==> src/rtl/serial_transmit_fifo_if.sv <==
// Handshake bundle for serial_transmit_fifo: the result push side, the FIFO
// status flags and the byte-level UART handshake.
interface serial_transmit_fifo_if #(
    parameter int WORD_BYTES = 4,
    parameter int ADDR_W     = 3
);
    logic                    push;
    logic [8*WORD_BYTES-1:0] word;
    logic                    full;
    logic [ADDR_W:0]         count;
    logic                    overflow;
    logic                    busy;
    logic                    tx_ready;
    logic                    tx_start;
    logic [7:0]              tx_byte;

    // Environment side: result source plus the UART transmitter.
    modport master (
        output push, word, tx_ready,
        input  full, count, overflow, busy, tx_start, tx_byte
    );

    // Transmitter side: the FIFO and byte serializer.
    modport slave (
        input  push, word, tx_ready,
        output full, count, overflow, busy, tx_start, tx_byte
    );
endinterface

==> src/rtl/serial_transmit_fifo.sv <==
// Result transmitter: queues result words in a FIFO and serialises each one
// MSB byte first into a byte-wide UART transmitter, optionally followed by a
// terminator byte. Pushes into a full FIFO are dropped and flagged sticky.
module serial_transmit_fifo #(
    parameter int         WORD_BYTES      = 4,
    parameter int         FIFO_DEPTH      = 8,
    parameter int         ADDR_W          = 3,
    parameter int         SEND_TERMINATOR = 1,
    parameter logic [7:0] TERMINATOR      = 8'h0A
) (
    input  logic                  clk,
    input  logic                  reset,
    serial_transmit_fifo_if.slave bus
);
    localparam int                W        = 8 * WORD_BYTES;
    localparam int                IDX_W    = (WORD_BYTES > 1) ? $clog2(WORD_BYTES) : 1;
    localparam logic [IDX_W-1:0]  LAST_IDX = IDX_W'(WORD_BYTES - 1);
    localparam logic [IDX_W-1:0]  IDX_ONE  = IDX_W'(1);
    localparam logic [ADDR_W:0]   DEPTH    = (ADDR_W + 1)'(FIFO_DEPTH);
    localparam logic [ADDR_W:0]   CNT_ONE  = (ADDR_W + 1)'(1);
    localparam logic [ADDR_W-1:0] PTR_ONE  = ADDR_W'(1);

    typedef enum logic [1:0] {IDLE, START, HOLD, WAIT} state_t;

    state_t            state;
    state_t            state_next;

    logic [W-1:0]      mem [FIFO_DEPTH];
    logic [ADDR_W-1:0] wr_ptr;
    logic [ADDR_W-1:0] rd_ptr;
    logic [ADDR_W:0]   count;
    logic [ADDR_W:0]   count_next;
    logic              full;
    logic              overflow;

    logic              do_push;
    logic              pop;
    logic              shift;
    logic              load_term;

    logic [W-1:0]      head;
    logic [W-1:0]      sh;
    logic [W-1:0]      sh_shl;
    logic [IDX_W-1:0]  idx;
    logic              term_sent;
    logic [7:0]        tx_byte;

    // full is a register, so a push while full is dropped even if the
    // serializer pops in the same cycle.
    assign do_push = bus.push && !full;
    assign head    = mem[rd_ptr];
    assign sh_shl  = sh << 8;

    // Occupancy after this cycle's accepted push and pop.
    always_comb begin
        count_next = count;
        if (do_push && !pop) begin
            count_next = count + CNT_ONE;
        end else if (pop && !do_push) begin
            count_next = count - CNT_ONE;
        end
    end

    // FIFO pointers, occupancy, full flag and sticky overflow.
    always_ff @(posedge clk) begin
        if (reset) begin
            wr_ptr   <= '0;
            rd_ptr   <= '0;
            count    <= '0;
            full     <= 1'b0;
            overflow <= 1'b0;
        end else begin
            if (do_push) begin
                wr_ptr <= wr_ptr + PTR_ONE;
            end
            if (pop) begin
                rd_ptr <= rd_ptr + PTR_ONE;
            end
            count <= count_next;
            full  <= (count_next == DEPTH);
            if (bus.push && full) begin
                overflow <= 1'b1;
            end
        end
    end

    // FIFO storage; contents need no reset since count gates every read.
    always_ff @(posedge clk) begin
        if (do_push) begin
            mem[wr_ptr] <= bus.word;
        end
    end

    // Serializer state register.
    always_ff @(posedge clk) begin
        if (reset) begin
            state <= IDLE;
        end else begin
            state <= state_next;
        end
    end

    // Serializer next state; HOLD skips tx_ready for one cycle so a UART
    // whose ready flag lags the strobe is not mistaken for ready.
    always_comb begin
        state_next = state;
        pop        = 1'b0;
        shift      = 1'b0;
        load_term  = 1'b0;
        case (state)
            IDLE: begin
                if (count != '0 && bus.tx_ready) begin
                    pop        = 1'b1;
                    state_next = START;
                end
            end
            START: state_next = HOLD;
            HOLD:  state_next = WAIT;
            WAIT: begin
                if (bus.tx_ready) begin
                    if (idx != LAST_IDX) begin
                        shift      = 1'b1;
                        state_next = START;
                    end else if (SEND_TERMINATOR != 0 && !term_sent) begin
                        load_term  = 1'b1;
                        state_next = START;
                    end else begin
                        state_next = IDLE;
                    end
                end
            end
            default: state_next = IDLE;
        endcase
    end

    // Shift register holding the word being sent, top byte next out.
    always_ff @(posedge clk) begin
        if (pop) begin
            sh <= head;
        end else if (shift) begin
            sh <= sh_shl;
        end
    end

    // Byte index, terminator flag and the held output byte; tx_byte is
    // loaded on entry to START so it is stable during the strobe.
    always_ff @(posedge clk) begin
        if (reset) begin
            idx       <= '0;
            term_sent <= 1'b0;
            tx_byte   <= 8'h00;
        end else if (pop) begin
            idx       <= '0;
            term_sent <= 1'b0;
            tx_byte   <= head[W-1 -: 8];
        end else if (shift) begin
            idx     <= idx + IDX_ONE;
            tx_byte <= sh_shl[W-1 -: 8];
        end else if (load_term) begin
            term_sent <= 1'b1;
            tx_byte   <= TERMINATOR;
        end
    end

    assign bus.full     = full;
    assign bus.count    = count;
    assign bus.overflow = overflow;
    assign bus.busy     = (state != IDLE);
    assign bus.tx_start = (state == START);
    assign bus.tx_byte  = tx_byte;

endmodule

==> src/flat_wrapper.sv <==
// flat-port wrapper written by rule: the top's interface ports become plain ports
module serial_transmit_fifo_flat 
#(
    parameter int         WORD_BYTES      = 4,
    parameter int         FIFO_DEPTH      = 8,
    parameter int         ADDR_W          = 3,
    parameter int         SEND_TERMINATOR = 1,
    parameter logic [7:0] TERMINATOR      = 8'h0A
)
  (clk, reset, bus_push, bus_word, bus_tx_ready, bus_full, bus_count, bus_overflow, bus_busy, bus_tx_start, bus_tx_byte);
  serial_transmit_fifo_if #(.WORD_BYTES(WORD_BYTES), .ADDR_W(ADDR_W)) bus_i ();
  input  logic clk;
  input  logic reset;
  input wire logic [$bits(bus_i.push)-1:0] bus_push;
  input wire logic [$bits(bus_i.word)-1:0] bus_word;
  input wire logic [$bits(bus_i.tx_ready)-1:0] bus_tx_ready;
  output wire logic [$bits(bus_i.full)-1:0] bus_full;
  output wire logic [$bits(bus_i.count)-1:0] bus_count;
  output wire logic [$bits(bus_i.overflow)-1:0] bus_overflow;
  output wire logic [$bits(bus_i.busy)-1:0] bus_busy;
  output wire logic [$bits(bus_i.tx_start)-1:0] bus_tx_start;
  output wire logic [$bits(bus_i.tx_byte)-1:0] bus_tx_byte;
  assign bus_i.push = bus_push;
  assign bus_i.word = bus_word;
  assign bus_i.tx_ready = bus_tx_ready;
  assign bus_full = bus_i.full;
  assign bus_count = bus_i.count;
  assign bus_overflow = bus_i.overflow;
  assign bus_busy = bus_i.busy;
  assign bus_tx_start = bus_i.tx_start;
  assign bus_tx_byte = bus_i.tx_byte;
  serial_transmit_fifo #(.WORD_BYTES(WORD_BYTES), .FIFO_DEPTH(FIFO_DEPTH), .ADDR_W(ADDR_W), .SEND_TERMINATOR(SEND_TERMINATOR), .TERMINATOR(TERMINATOR)) u_core (.clk(clk), .reset(reset), .bus(bus_i));
endmodule
==> config.mk <==
export PLATFORM = sky130hd
export DESIGN_NAME = serial_transmit_fifo_flat
export DESIGN_NICKNAME = d
export VERILOG_FILES = /design/src/rtl/serial_transmit_fifo_if.sv /design/src/rtl/serial_transmit_fifo.sv /design/src/flat_wrapper.sv
export SDC_FILE = /design/constraint.sdc
export NUM_CORES = 1
export LEC_CHECK = 0
export CORE_UTILIZATION = 35
export CTS_CLUSTER_SIZE = 24
export DETAILED_ROUTE_END_ITERATION = 16
export PLACE_DENSITY = 0.61
export SYNTH_ARGS = -nofsm -noshare
export SYNTH_HDL_FRONTEND = slang
export SYNTH_SLANG_ARGS = --single-unit
==> constraint.sdc <==
create_clock -name clk -period 4.7 [get_ports clk]
set_clock_uncertainty 0.15 [all_clocks]
set_input_delay 0.705 -clock clk [delete_from_list [all_inputs] [get_ports clk]]
set_output_delay 0.705 -clock clk [all_outputs]
set_load 0.005 [all_outputs]
# Yosys cells after proc, flatten, opt, wreduce, memory -nomap -nowiden
# Memory sizes are Yosys's and may differ from the RTL's. A register that Yosys moved wholly into a read port is not among the register bits.
# Index checks and enable logic that the tools add are counted.
# totals
register_bits	49
ramBits	256
inputBits	36
out_inout_bits	16
word_cells	65
n_memories	1
# classes
add_sub_neg	5
eq_ne	7
muxes	25
bitwise_logic	1
reduce_logical	16
# memory_table
memory	depth	width	read_ports	rd_ports_with_merged_regs	write_ports	line	text
u_core.mem	8	32	1	1	1	serial_transmit_fifo.sv:28	logic [W-1:0] mem [FIFO_DEPTH];
# op_table
operator	n
$mux 24	2
$mux 8	3
$mux 1	12
$mux 4	2
$pmux 2 s4	1
$add 3x1->3 const B	2
$mux 2	3
$mux 3	2
$logic_and 1x1->1	5
$add 4x1->4 const B	1
$eq 2x2->1 const B	2
$eq 4x4->1 const B	1
$ne 2x2->1 const B	2
$reduce_and 2->1	2
$reduce_bool 2->1	2
$reduce_bool 4->1	1
$sub 4x1->4 const B	1
$logic_not 1->1	3
$reduce_bool 3->1	1
$add 2x1->2 const B	1
$eq 2x1->1 const B	1
$logic_not 2->1	1
$ne 2x1->1 const B	1
$reduce_or 2->1	1
$not 1->1	1

# Depth between registers and ports, before layout
# logic_depth
ltp_word	8
depth_mapped	8
depth_no_buf	7

# Least setup slack after synthesis
# OpenSTA, ideal clock, no wires.
# synth_path
path_type	input-to-reg
startpoint	input port bus_push
endpoint	memory u_core.mem[0][0] in the netlist's numbering (enable)
setup_time_ns	0.501
t_arrival_ns	4.014
path_slack_ns	0.035
cell_stages	3
cell_sequence	nand2b_1 -> clkbuf_1 -> nor4_1
# synth_via
elab_chain_len	3
# synth_lines
item	line	text
start: declaration	flat_wrapper.sv:14	input wire logic [$bits(bus_i.push)-1:0] bus_push;
$logic_and 1x1->1	serial_transmit_fifo.sv:50	assign do_push = bus.push && !full;
$mux 1	serial_transmit_fifo.sv:89	if (do_push) begin
$mux 1 (not written as such)	serial_transmit_fifo.sv:90	mem[wr_ptr] <= bus.word;
end: declaration	serial_transmit_fifo.sv:28	
# Every way passes these cells.

==> impl_metrics.yaml <==
run_status:
  status: "finished clean"
detailed_routing:
  firstDrtPassIters: 5
  viasPerCell: 4.96
  final_antenna_net_count: 0
  drcViolationCount: 0
  avgRoutedWirePerCell_um: 19.2
  vias: 5656
  drt-total-wl_mm: 21.9
  dr.first_iter.drc_count: 428
clock_tree:
  cts_tree: "built"
  cts_htree_levels: 2
  hold_buffers: 0
  clkTransAtPathRegs_ps: 60
  cts-root-buf: "clkbuf_16"
  cts_buffer_depth: 3
  numCtsBuffers: 34
  clk_latency_ps: 510
  cts_setup_buffers: 0
  cts-resized-gates: 0
  cts.sinks: 308
die:
  ioPinCount: 52
  placement_rows: 66
  coreArea_um2: 32900
  die_area_um2: 34600
  die_h_um: 186
  dieWidth_um: 186
  start_util_pct: 35.9
final_layout:
  areaGrowthSynthToFinish_pct: 18.4
  final_util_pct: 42.6
  layout.nets: 717
  layout_commonest_cell: "edfxtp_1"
  antenna_cells: 0
  final_layout_size_suffix_gt1_share_pct: 20.5
  layout_common_cells: "edfxtp_1, mux4_2, clkdlybuf4s50_1, mux2i_1, clkbuf_16"
worst_setup_path:
  rr_worst_depth: 4
  start_kind: "flop"
  worstSetupPathDepth: 4
  cp.buffers_inverters: 1
  cp-endpoint: "u_core.sh[10]"
  r2r-end: "u_core.sh[10]"
  slowest_delay_ps: 940
  arrival_ps: 2740
  cpLargestDelayFamily: "flip-flops"
  rrSetupSlack_ps: 2030
  worstPathRequired_ps: 4770
  path_cells: "buf_4, mux4_2, mux2i_1, o21ai_0"
  cpMaxStageDelayCell: "dfxtp_4"
  path_class: "flop to flop"
  cp-end-kind: "flop"
  crit_fanout: 45
sta:
  fin_tns_setup_ps: 0
  rsz0062_at_grt: "false"
  post-route-period-util_pct: 56.8
  max_freq_mhz: 375
  hold_ws_ps: 323
  setup_viol: 0
  max_slew_margin_pct: 27.7
  layout_min_cycle_time_ps: 2670
  tightest_slew_ps: 1080
  maxSlewViolCount: 0
  final_hold_viol_count: 0
yosys:
  ys_seq_area_share_pct: 75.7
  synthFlopType: "edfxtp_1"
  yosysWarnings: 0
  synth_nets: 645
  ys_types: 41
  syn_avg_cell_area_um2: 19.7
  netlist_area_um2: 11800
  ys_seq_elements: 308
  synth_edf_count: 280
  async_reset_ff_share_pct: 0
  syn_inst: 600
power_and_ir_drop:
  p_comb_share_pct: 17.4
  switching_share_pct: 25.1
  p_sw_mw: 1.82
  p_seq_share_pct: 48.1
  irDropWorstVdd_v: 0.000245
  p_clk_share_pct: 34.5
  p_int_mw: 5.41
  power_density_nw_per_um2: 515
  leakagePower_nw: 4.39
global_route:
  antenna_found_initial: 0
  grt_start_max_net_pins: 54
  grt-ovfl-total: 0
  grt.total_usage_pct: 13.3
  grt_pass1_vias: 6007
  grt_pass1_wl_mm: 34.2
placement:
  portBuffers: 51
  place.gp.congestion: 0.811
  place_hpwl_mm: 13.0
worst_hold_path:
  min_from: "u_core.bus.overflow"
  worstHoldPathType: "flop to flop"
run:
  cap_violations: 0
## state kept, by name (all words and copies together), names as in the netlist, named ones only
name and cells:
u_core.rd_ptr 3, u_core.sh 24, u_core.wr_ptr 3, u_core.idx 2, u_core.bus.full 1, u_core.term_sent 1
u_core.state 2, u_core.bus.tx_byte 8, u_core.bus.overflow 1, u_core.bus.count 4, u_core.mem 256
## cell usage after synthesis, drive strengths merged, types with 3 or more instances
cell type	number	area, um^2
o21ai	21	105
dfxtp	28	561
mux2i	35	350
ha	9	113
edfxtp	280	8410
inv	6	22.5
a21oi	7	35.0
and3	3	18.8
xor2	3	26.3
nor2	22	82.6
xnor2	5	43.8
a211oi	6	45.0
nor4	3	18.8
nand2	29	109
nand2b	3	18.8
clkbuf	10	37.5
a221o	6	60.1
mux4	62	1400
nor3	18	95.1
nor2b	6	45.0
buf	20	104
## power groups by stage
stage	Clock [mW]	Sequential (mW)	Combinational, mW
2_1_floorplan	0	3.38	0.993
6_report	2.49	3.47	1.26
3_3_place_gp	0	3.52	1.25
3_5_place_dp	0	3.54	1.29
4_1_cts	2.56	3.48	1.29
5_1_grt	2.67	3.51	1.38
## tightest hold or removal path, stage by stage (launching register included)
cell	delay, ps
dfxtp_1	330
a21oi_1	40
nor2_1	70
## logic make-up (layout without fill, tap and decap cells)
kind of cell / count (synthesis) / after routing / share of synthesized area (%)
multiplexers: 98 / 98 / 14.8
flip-flops: 308 / 308 / 75.7
adder cells (fa/ha/maj): 11 / 11 / 1.13
XOR/XNOR: 8 / 8 / 0.592
AND/OR/NAND/NOR: 93 / 93 / 3.87
AO/OA/AOI/OAI: 46 / 46 / 2.46
buffers and inverters: 36 / 134 / 1.38
## metrics by stage
stage	std cells	power, mW	cell area, um^2	worst slack, ps
6_report	1140	7.22	14000	2030
5_1_grt	1140	7.55	14000	1780
4_1_cts	1140	7.33	14000	1920
3_5_place_dp	1078	4.82	12900	1710
3_3_place_gp	1078	4.77	12900	1750
2_1_floorplan	600	4.38	11800	34.9
## cell type report
class | count | area, um^2
well taps | 442 | 553
fillers | 2835 | 18900
inverters | 6 | 22.5
clock buffers | 37 | 883
clock inverters | 25 | 199
multi-input cells | 256 | 2770
flip-flops and latches | 308 | 8970
repair buffers | 66 | 623
## routing by layer
metal / vias up / wire [um] / GRT usage (%)
li1: 2589 / - / -
met1: 2892 / 9180 / 16.5
met2: 138 / 11400 / 23.4
met3: 37 / 1010 / 2.66
met4: 0 / 340 / 3.97
met5: - / 0 / 0
## how the worst min path moves through the flow
stage / to / depth (start not counted)
floorplan: u_core.bus.tx_byte[0] / 1
global placement: u_core.bus.overflow / 2
detailed placement: u_core.bus.overflow / 2
CTS: u_core.bus.overflow / 2
global route: u_core.bus.overflow / 2
finish: u_core.bus.overflow / 2
Power figures use the tool's default switching activity.
